`src/rtl/ap_ctrl_chain_driver.sv`:
```
// ap_ctrl_chain initiator: issues a programmed number of kernel starts with an
// optional inter-start gap, applies ap_continue backpressure, and records
// per-transaction latency statistics plus the total run length.
module ap_ctrl_chain_driver #(
    parameter int CNT_W   = 32,
    parameter int TXN_W   = 16,
    parameter int MAX_OUT = 4
) (
    input  logic             ap_clk,
    input  logic             ap_rst_n,
    input  logic             cfg_start,
    input  logic [TXN_W-1:0] cfg_num_txn,
    input  logic [7:0]       cfg_gap,
    input  logic [7:0]       cfg_cont_hold,
    output logic             dut_ap_start,
    output logic             dut_ap_continue,
    input  logic             dut_ap_ready,
    input  logic             dut_ap_done,
    output logic             busy,
    output logic             run_done,
    output logic [TXN_W-1:0] txn_issued,
    output logic [TXN_W-1:0] txn_completed,
    output logic [CNT_W-1:0] last_latency,
    output logic [CNT_W-1:0] min_latency,
    output logic [CNT_W-1:0] max_latency,
    output logic [CNT_W-1:0] total_cycles
);

    localparam int PTR_W = (MAX_OUT > 1) ? $clog2(MAX_OUT) : 1;
    localparam int OCC_W = PTR_W + 1;

    localparam logic [1:0] S_IDLE  = 2'd0;
    localparam logic [1:0] S_GAP   = 2'd1;
    localparam logic [1:0] S_ISSUE = 2'd2;
    localparam logic [1:0] S_DRAIN = 2'd3;

    logic [1:0]       state;
    logic [TXN_W-1:0] num_r;
    logic [7:0]       gap_r;
    logic [7:0]       hold_r;
    logic [7:0]       gap_cnt;
    logic             stamped;      // current start already has a timestamp
    logic [CNT_W-1:0] cycle_ctr;
    logic [CNT_W-1:0] start_stamp;

    logic [CNT_W-1:0] ts_mem [MAX_OUT];
    logic [PTR_W-1:0] wr_ptr;
    logic [PTR_W-1:0] rd_ptr;
    logic [OCC_W-1:0] occ;

    logic             hold_act;     // a done is seen and awaiting continue
    logic [7:0]       hold_cnt;

    logic             accept;
    logic             start_w;
    logic             push;
    logic             rdy_hs;
    logic             cont_w;
    logic             done_hs;
    logic             pop;
    logic             more_txn;
    logic [CNT_W-1:0] cur_lat;

    // Start is gated by occupancy only until it is raised; after that it
    // holds until ready so the kernel never sees a withdrawn start.
    assign accept   = cfg_start && (state == S_IDLE);
    assign start_w  = (state == S_ISSUE) && (stamped || (occ < OCC_W'(MAX_OUT)));
    assign push     = start_w && !stamped;
    assign rdy_hs   = start_w && dut_ap_ready;
    assign cont_w   = busy && dut_ap_done && (hold_act ? (hold_cnt == 8'd0) : (hold_r == 8'd0));
    assign done_hs  = cont_w;
    assign pop      = done_hs && (occ != '0);
    assign more_txn = ({1'b0, txn_issued} + {{TXN_W{1'b0}}, 1'b1}) < {1'b0, num_r};
    assign cur_lat  = cycle_ctr - ts_mem[rd_ptr];

    assign dut_ap_start    = start_w;
    assign dut_ap_continue = cont_w;

    // Issue sequencing: idle -> issue -> (gap -> issue)* -> drain -> idle.
    always_ff @(posedge ap_clk) begin
        if (!ap_rst_n) begin
            state        <= S_IDLE;
            busy         <= 1'b0;
            run_done     <= 1'b0;
            stamped      <= 1'b0;
            gap_cnt      <= 8'd0;
            num_r        <= '0;
            gap_r        <= 8'd0;
            hold_r       <= 8'd0;
            total_cycles <= '0;
        end else begin
            run_done <= 1'b0;
            case (state)
                S_IDLE: begin
                    if (cfg_start) begin
                        num_r        <= cfg_num_txn;
                        gap_r        <= cfg_gap;
                        hold_r       <= cfg_cont_hold;
                        stamped      <= 1'b0;
                        start_stamp  <= cycle_ctr;
                        if (cfg_num_txn == '0) begin
                            run_done     <= 1'b1;
                            total_cycles <= CNT_W'(1);
                        end else begin
                            busy         <= 1'b1;
                            total_cycles <= '0;
                            state        <= S_ISSUE;
                        end
                    end
                end
                S_GAP: begin
                    if (gap_cnt == 8'd0) state <= S_ISSUE;
                    else gap_cnt <= gap_cnt - 8'd1;
                end
                S_ISSUE: begin
                    if (push && !dut_ap_ready) stamped <= 1'b1;
                    if (rdy_hs) begin
                        stamped <= 1'b0;
                        if (more_txn) begin
                            if (gap_r != 8'd0) begin
                                state   <= S_GAP;
                                gap_cnt <= gap_r - 8'd1;
                            end
                        end else begin
                            state <= S_DRAIN;
                        end
                    end
                end
                S_DRAIN: begin
                    if (txn_completed >= num_r) begin
                        run_done     <= 1'b1;
                        busy         <= 1'b0;
                        state        <= S_IDLE;
                        total_cycles <= cycle_ctr + CNT_W'(1) - start_stamp;
                    end
                end
                default: state <= S_IDLE;
            endcase
        end
    end

    // Run timebase: advances on the accepting cycle and every busy cycle.
    always_ff @(posedge ap_clk) begin
        if (!ap_rst_n) cycle_ctr <= '0;
        else if (busy || accept) cycle_ctr <= cycle_ctr + CNT_W'(1);
    end

    // Timestamp FIFO pointers and occupancy (outstanding transactions).
    always_ff @(posedge ap_clk) begin
        if (!ap_rst_n || accept) begin
            wr_ptr <= '0;
            rd_ptr <= '0;
            occ    <= '0;
        end else begin
            if (push) wr_ptr <= wr_ptr + PTR_W'(1);
            if (pop)  rd_ptr <= rd_ptr + PTR_W'(1);
            case ({push, pop})
                2'b10:   occ <= occ + OCC_W'(1);
                2'b01:   occ <= occ - OCC_W'(1);
                default: occ <= occ;
            endcase
        end
    end

    // Timestamp storage; contents are meaningful only below occupancy.
    always_ff @(posedge ap_clk) begin
        if (push) ts_mem[wr_ptr] <= cycle_ctr;
    end

    // Continue backpressure: count down the hold once per observed done.
    always_ff @(posedge ap_clk) begin
        if (!ap_rst_n) begin
            hold_act <= 1'b0;
            hold_cnt <= 8'd0;
        end else if (accept || !busy || done_hs) begin
            hold_act <= 1'b0;
        end else if (dut_ap_done && !hold_act) begin
            hold_act <= 1'b1;
            hold_cnt <= hold_r - 8'd1;
        end else if (hold_act && (hold_cnt != 8'd0)) begin
            hold_cnt <= hold_cnt - 8'd1;
        end
    end

    // Handshake counters and latency statistics; an empty FIFO on done
    // still counts the completion but leaves the latency figures alone.
    always_ff @(posedge ap_clk) begin
        if (!ap_rst_n || accept) begin
            txn_issued    <= '0;
            txn_completed <= '0;
            last_latency  <= '0;
            min_latency   <= '1;
            max_latency   <= '0;
        end else begin
            if (rdy_hs) txn_issued <= txn_issued + TXN_W'(1);
            if (done_hs) begin
                txn_completed <= txn_completed + TXN_W'(1);
                if (pop) begin
                    last_latency <= cur_lat;
                    if (cur_lat < min_latency) min_latency <= cur_lat;
                    if (cur_lat > max_latency) max_latency <= cur_lat;
                end
            end
        end
    end

endmodule

```
`config.mk`:
```
export PLATFORM = sky130hd
export DESIGN_NAME = ap_ctrl_chain_driver
export DESIGN_NICKNAME = d
export VERILOG_FILES = /design/src/rtl/ap_ctrl_chain_driver.sv
export SDC_FILE = /design/constraint.sdc
export NUM_CORES = 1
export LEC_CHECK = 0
export BUFFER_PORTS_ARGS = -buffer_cell sky130_fd_sc_hd__buf_2
export CORE_MARGIN = 2
export CORE_UTILIZATION = 30
export CTS_BUF_LIST = sky130_fd_sc_hd__clkbuf_4 sky130_fd_sc_hd__clkbuf_8 sky130_fd_sc_hd__clkbuf_16
export CTS_CLUSTER_SIZE = 30
export DETAILED_ROUTE_END_ITERATION = 8
export GPL_ROUTABILITY_DRIVEN = 0
export GPL_TIMING_DRIVEN = 0
export HOLD_SLACK_MARGIN = 0.05
export PLACE_DENSITY = 0.58
export SLEW_MARGIN = 20
export SYNTH_ARGS = -nofsm -noshare
export SYNTH_HDL_FRONTEND = slang
export SYNTH_SLANG_ARGS = --single-unit
```
`constraint.sdc`:
```
create_clock -name ap_clk -period 8.29 [get_ports ap_clk]
set_clock_uncertainty 0.05 [all_clocks]
set_input_delay 0.829 -clock ap_clk [delete_from_list [all_inputs] [get_ports ap_clk]]
set_output_delay 0.829 -clock ap_clk [all_outputs]
set_load 0.05 [all_outputs]
```
**After elaboration in Yosys (flattened, before gate mapping)**

Memories as Yosys holds them, arrays and structs flattened. A register that Yosys moved wholly into a read port is not among the register bits.
Index checks and enable logic that the tools add are counted.

- Flip-flop bits (word level): 285
- RAM bits: 128
- Input port bits: 37
- Output and inout port bits: 164
- Memories kept: 1

Memory list:

| name | words | bits a word | rd ports | clocked after memory_dff | write ports | RTL line | text |
|---|---|---|---|---|---|---|---|
| ts_mem | 4 | 32 | 1 | 1 | 1 | 46 | `logic [CNT_W-1:0] ts_mem [MAX_OUT];` |

- Add/subtract/negate cells: 14
- Order comparisons: 5
- Equal/unequal tests: 15
- Multiplexer cells: 37
- Bitwise operators: 2
- Reductions and logical operators: 45

Operators by type and width:

| cell | number |
|---|---|
| 32-bit two-way mux | 2 |
| 32-bit one-hot mux with 2 select lines | 1 |
| 32-bit subtractor | 2 |
| 8-bit two-way mux | 6 |
| 16-bit by 1-bit adder with 16-bit output (second input constant) | 2 |
| 32-bit by 1-bit adder with 32-bit output (second input constant) | 1 |
| 32-bit greater-than comparator | 1 |
| 32-bit less-than comparator | 1 |
| 8-bit by 1-bit subtractor with 8-bit output (second input constant) | 4 |
| 8-bit logical NOT | 3 |
| 2-bit two-way mux | 9 |
| 16-bit by 1-bit adder with 17-bit output (second input constant) | 1 |
| 17-bit by 16-bit less-than comparator with 1-bit output | 1 |
| 16-bit greater-or-equal comparator | 1 |
| 16-bit logical NOT | 1 |
| 8-bit one-hot mux with 2 select lines | 1 |
| 8-bit nonzero test | 2 |
| 3-bit AND reduction | 5 |
| 2-bit inequality test (second input constant) | 7 |
| 1-bit two-way mux | 13 |
| 1-bit logical AND | 10 |
| 2-bit nonzero test | 5 |
| 2-bit one-hot mux with 4 select lines | 1 |
| 2-bit equality test (second input constant) | 3 |
| 19 further kinds | 35 |

**Logic depth before layout (Yosys ltp)**

- Depth in word-level cells: 8
- Gate-level depth with buffers: 27
- Depth with buffers taken out: 23

**Worst setup path after synthesis**

Ideal clock, no wire load.

- Kind: register to register
- Start: reg (tool-made name)
- End: reg max_latency[21]
- Setup time: 0.128 ns
- Arrival time: 5.853 ns
- Slack: 2.260 ns
- Stages on the path, launching flop included: 27
- Buffers on the path: 4
- Clock period less this slack: 6.030 ns
- Cell sequence: dfxtp_1 > clkbuf_1 > buf_1 > mux4_2 > ha_1 > inv_1 > fa_1 > a21oi_1 > o21ai_1 > a211oi_1 > o311a_1 > or3_1 > o21ai_0 > mux2i_1 > nor2_1 > inv_1 > ha_1 > nand4_1 > nor4_1 > and2_1 > a221o_1 > a211oi_2 > a311oi_1 > buf_4 > buf_4 > mux2i_1 > nor2_1

RTL lines:

| item | RTL line | text |
|---|---|---|
| end signal, assigned | 201 | `if (cur_lat > max_latency) max_latency <= cur_lat;` |
| end, declared | 25 | `output logic [CNT_W-1:0] max_latency,` |

==> impl_results.md <==
- Post-synthesis sequential area ratio: 0.451
- Largest fanout on the critical path: 10
- R2r setup slk: 0.78 ns
- Worst vdd ir: 0.145 mV
- # clock sinks: 415
- Chip width: 275 um
- Ys Warns: 0
- Global-route wire length before repair: 92,700 um
- Routed Antenna Nets: 0
- Global route overflow: 0
- Cells after DPL: 3,430
- Syn Nets: 2,477
- Worst path max stage delay: 0.75 ns
- Slew headroom: 0.312
- Max frequency: 0.133 GHz
- Total Routing Usage GR: 0.156
- Final HPWL DP: 45,100 um
- Buffers added on ports: 199
- Root buffer cell: clkbuf_16
- Max cap viols: 0
- Initial antenna violation count: 1
- Element type at the critical path end: flip-flop
- CP Depth: 24
- Die height: 275 um
- CTS tree: built
- Final Max Slew Viols: 0
- Hold_buf cts: 0
- Post-synth cell types: 77
- Synthesized instance count: 2,267
- Actual slew at the worst max-slew pin: 1.03 ns
- Vias in the first global route: 16,467
- Clock latency on the worst-skew pair: 0.60 ns
- CTS H-tree depth: 2
- Die area: 75,400 sq um
- Crit path cell chain: clkbuf_1 > buf_1 > mux4_2 > ha_1 > inv_1 > fa_1 > a21oi_1 > o21ai_1 > a211oi_1 > o32ai_1 > o22ai_1 > o221ai_1 > a21oi_1 > xor2_1 > inv_1 > ha_1 > nand4_1 > nor4_1 > and2_1 > a221o_1 > a211oi_2 > a211oi_1 > nor2_1 > a22o_1
- Mapped cell area: 22,000 sq um
- Power Density: 247 nW/um^2
- Area grow syn2layout: 18.1%
- Violation count after the first detailed-route iteration: 916
- RSZ-0062 raised after global routing: no
- Min-delay worst type: flip-flop to flip-flop
- Num CTS Buffers: 46
- Met3 Use GR: 0.0338
- Met2 Use GR: 0.254
- Syn_area_per_cell: 9.69 sq um
- Tmin final: 7.51 ns
- Startpoint type of the worst setup path: flip-flop
- Outcome: completed
- DR pass1 iterations: 7
- Vias per cell: 4.81
- CP top delay family: compound AO/OA/AOI/OAI gates
- Hold Path Depth: 2
- Slowest library cell on the worst path: buf_1
- Clk slew on worst S/H paths: 0.06 ns
- Final setup violation count: 0
- Layout fillers: 7,368
- Buf/Inv on CP: 4
- CP Class: flip-flop to flip-flop
- Setup repair bufs after CTS: 0
- Post-synth ARST share: 0
- Num ports: 201
- FF-to-FF path depth: 24
- Endpoints failing hold: 0
- Share of the clock period used by the worst path: 0.906
- Routed WL: 59,900 um
- Crit path required time: 8.74 ns
- Core area: 72,700 sq um
- Most heavily used metal layer in global routing: met2
- # rows: 99
- Drt wl/cell: 17.0 um
- Clk buf depth: 3
- Via Count: 16,916
- EDFF count, synth: 160
- Residual DRC count: 0
- Share of layout cells above drive strength 1: 0.141
- Net count, final: 2,729
- Post-route insts no fill: 3,516
- CP Data Arrival Time: 7.96 ns
- GRT met1 Usage: 0.203
- Post-CTS sizing: 0
- Primary FF master, synth: dfxtp_1
- Setup_tns: 0 ns
- #FFs+latches synth: 415
- Largest net degree at the start of global routing: 27
- Initial Util: 0.302
- Static leakage: 10.9 nW
## synth_stat cells, types with 7 or more instances
cell type,count,area share
a21oi_1,161,0.037
inv_1,184,0.031
dfxtp_1,255,0.23
nand2b_1,14,0.0040
nor3_1,39,0.0089
o21bai_1,8,0.0027
nor2_1,196,0.033
ha_1,170,0.097
a22oi_1,16,0.0055
a21o_1,43,0.015
a31oi_1,11,0.0031
xnor2_1,77,0.031
a22o_1,24,0.0096
nand4_1,35,0.010
mux2i_1,50,0.023
nor2b_1,14,0.0040
a211oi_1,19,0.0065
mux4_2,32,0.033
nand2_1,245,0.042
nand3_1,57,0.013
edfxtp_1,160,0.22
o21a_1,14,0.0048
o211ai_1,10,0.0034
buf_2,8,0.0018
and3_1,20,0.0057
and2_1,18,0.0051
o2111ai_1,8,0.0032
or3_1,25,0.0071
o21ai_0,88,0.020
xor2_1,82,0.033
a211o_1,7,0.0028
buf_1,13,0.0022
clkbuf_1,52,0.0089
nor4_1,16,0.0046
o21ai_1,8,0.0018
## registers in the layout, indices dropped and copies added, names as in the netlist, 16 cells and up, named ones only
register	cells
ts_mem	128
txn_issued	16
cycle_ctr	32
max_latency	32
last_latency	32
txn_completed	16
total_cycles	32
min_latency	32
start_stamp	32
num_r	16
## per-layer routing
metal / part of all wire / up-vias
met5: 0 / -
met4: 0.027 / 0
met3: 0.054 / 88
met2: 0.46 / 331
met1: 0.46 / 7932
li1: - / 8565
## where the power goes
group | internal (mW) | total [mW] | switching, mW | leakage, nW
Combinational | 0.654 | 1.79 | 1.14 | 6.58
Clock | 1.31 | 2.20 | 0.892 | 0.809
Sequential | 2.30 | 2.41 | 0.111 | 3.47
## per-stage QoR
stage | hold slack (ns) | cell area [sq um] | worst slack, ns | utilization | power, mW
floorplan | 0.386 | 22000 | 2.26 | - | 3.72
global route | 0.414 | 25900 | 0.0242 | 0.357 | 6.77
detailed placement | 0.396 | 24300 | 0.642 | 0.334 | 4.24
CTS | 0.404 | 25900 | 0.599 | 0.357 | 6.47
global placement | 0.391 | 24200 | 0.683 | 0.332 | 4.21
finish | 0.402 | 25900 | 0.776 | 0.357 | 6.40
## cell families after synthesis
family / after synthesis / share of synthesized area
flops: 415 / 0.451
compound gates: 472 / 0.138
buf+inv: 267 / 0.0477
fa+ha+maj: 173 / 0.0995
simple gates: 699 / 0.145
mux: 82 / 0.0556
xor+xnor: 159 / 0.0634
## placed cells by master, fill, tap and decap left out, types with 10 or more instances in the layout
master     Yosys  routed
dfxtp_1      255     255
nand2_1      245     245
buf_2          8     207
nor2_1       196     194
inv_1        184     184
ha_1         170     170
a21oi_1      161     161
edfxtp_1     160     160
o21ai_0       88      88
xor2_1        82      82
xnor2_1       77      77
nand3_1       57      57
clkbuf_1      52      52
mux2i_1       50      50
clkbuf_16      0      49
a21o_1        43      43
nor3_1        39      38
nand4_1       35      35
mux4_2        32      32
or3_1         25      25
a22o_1        24      24
and3_1        20      20
a211oi_1      19      19
nor4_1        16      16
a22oi_1       16      16
and2_1        18      14
nand2b_1      14      14
o21a_1        14      14
nor2b_1       14      14
buf_1         13      13
a31oi_1       11      11
o211ai_1      10      10
## tightest hold or removal path, delay by kind of cell, from the launching register on
kind / cells / cell delay, ns
AOI/OAI and AO/OA: 1 / 0.05
DFF: 1 / 0.30
and+or+nand+nor: 1 / 0.05
## layout make-up
class / instances / area (sq um) / area share
well taps: 959 / 1200 / 0.0462
inverters: 187 / 702 / 0.0270
flip-flops and latches: 415 / 9910 / 0.382
clock inverters: 24 / 288 / 0.0111
repair buffers: 204 / 1110 / 0.0428
plain buffers: 80 / 345 / 0.0133
clock buffers: 61 / 1340 / 0.0517
multi-input cells: 1585 / 11100 / 0.426
diodes: 1 / 2.50 / 0.0000964
## final timing paths
path	startpoint	endpoint
worst min-delay path	last_latency[5]$_SDFFE_PP0P_	last_latency[5]$_SDFFE_PP0P_
worst min register to register	last_latency[5]$_SDFFE_PP0P_	last_latency[5]$_SDFFE_PP0P_
worst max-delay path	flip-flop	max_latency[25]$_SDFFE_PP0P_
worst max register to register	flip-flop	max_latency[25]$_SDFFE_PP0P_
Note: power is estimated with default switching activity, not from simulation.
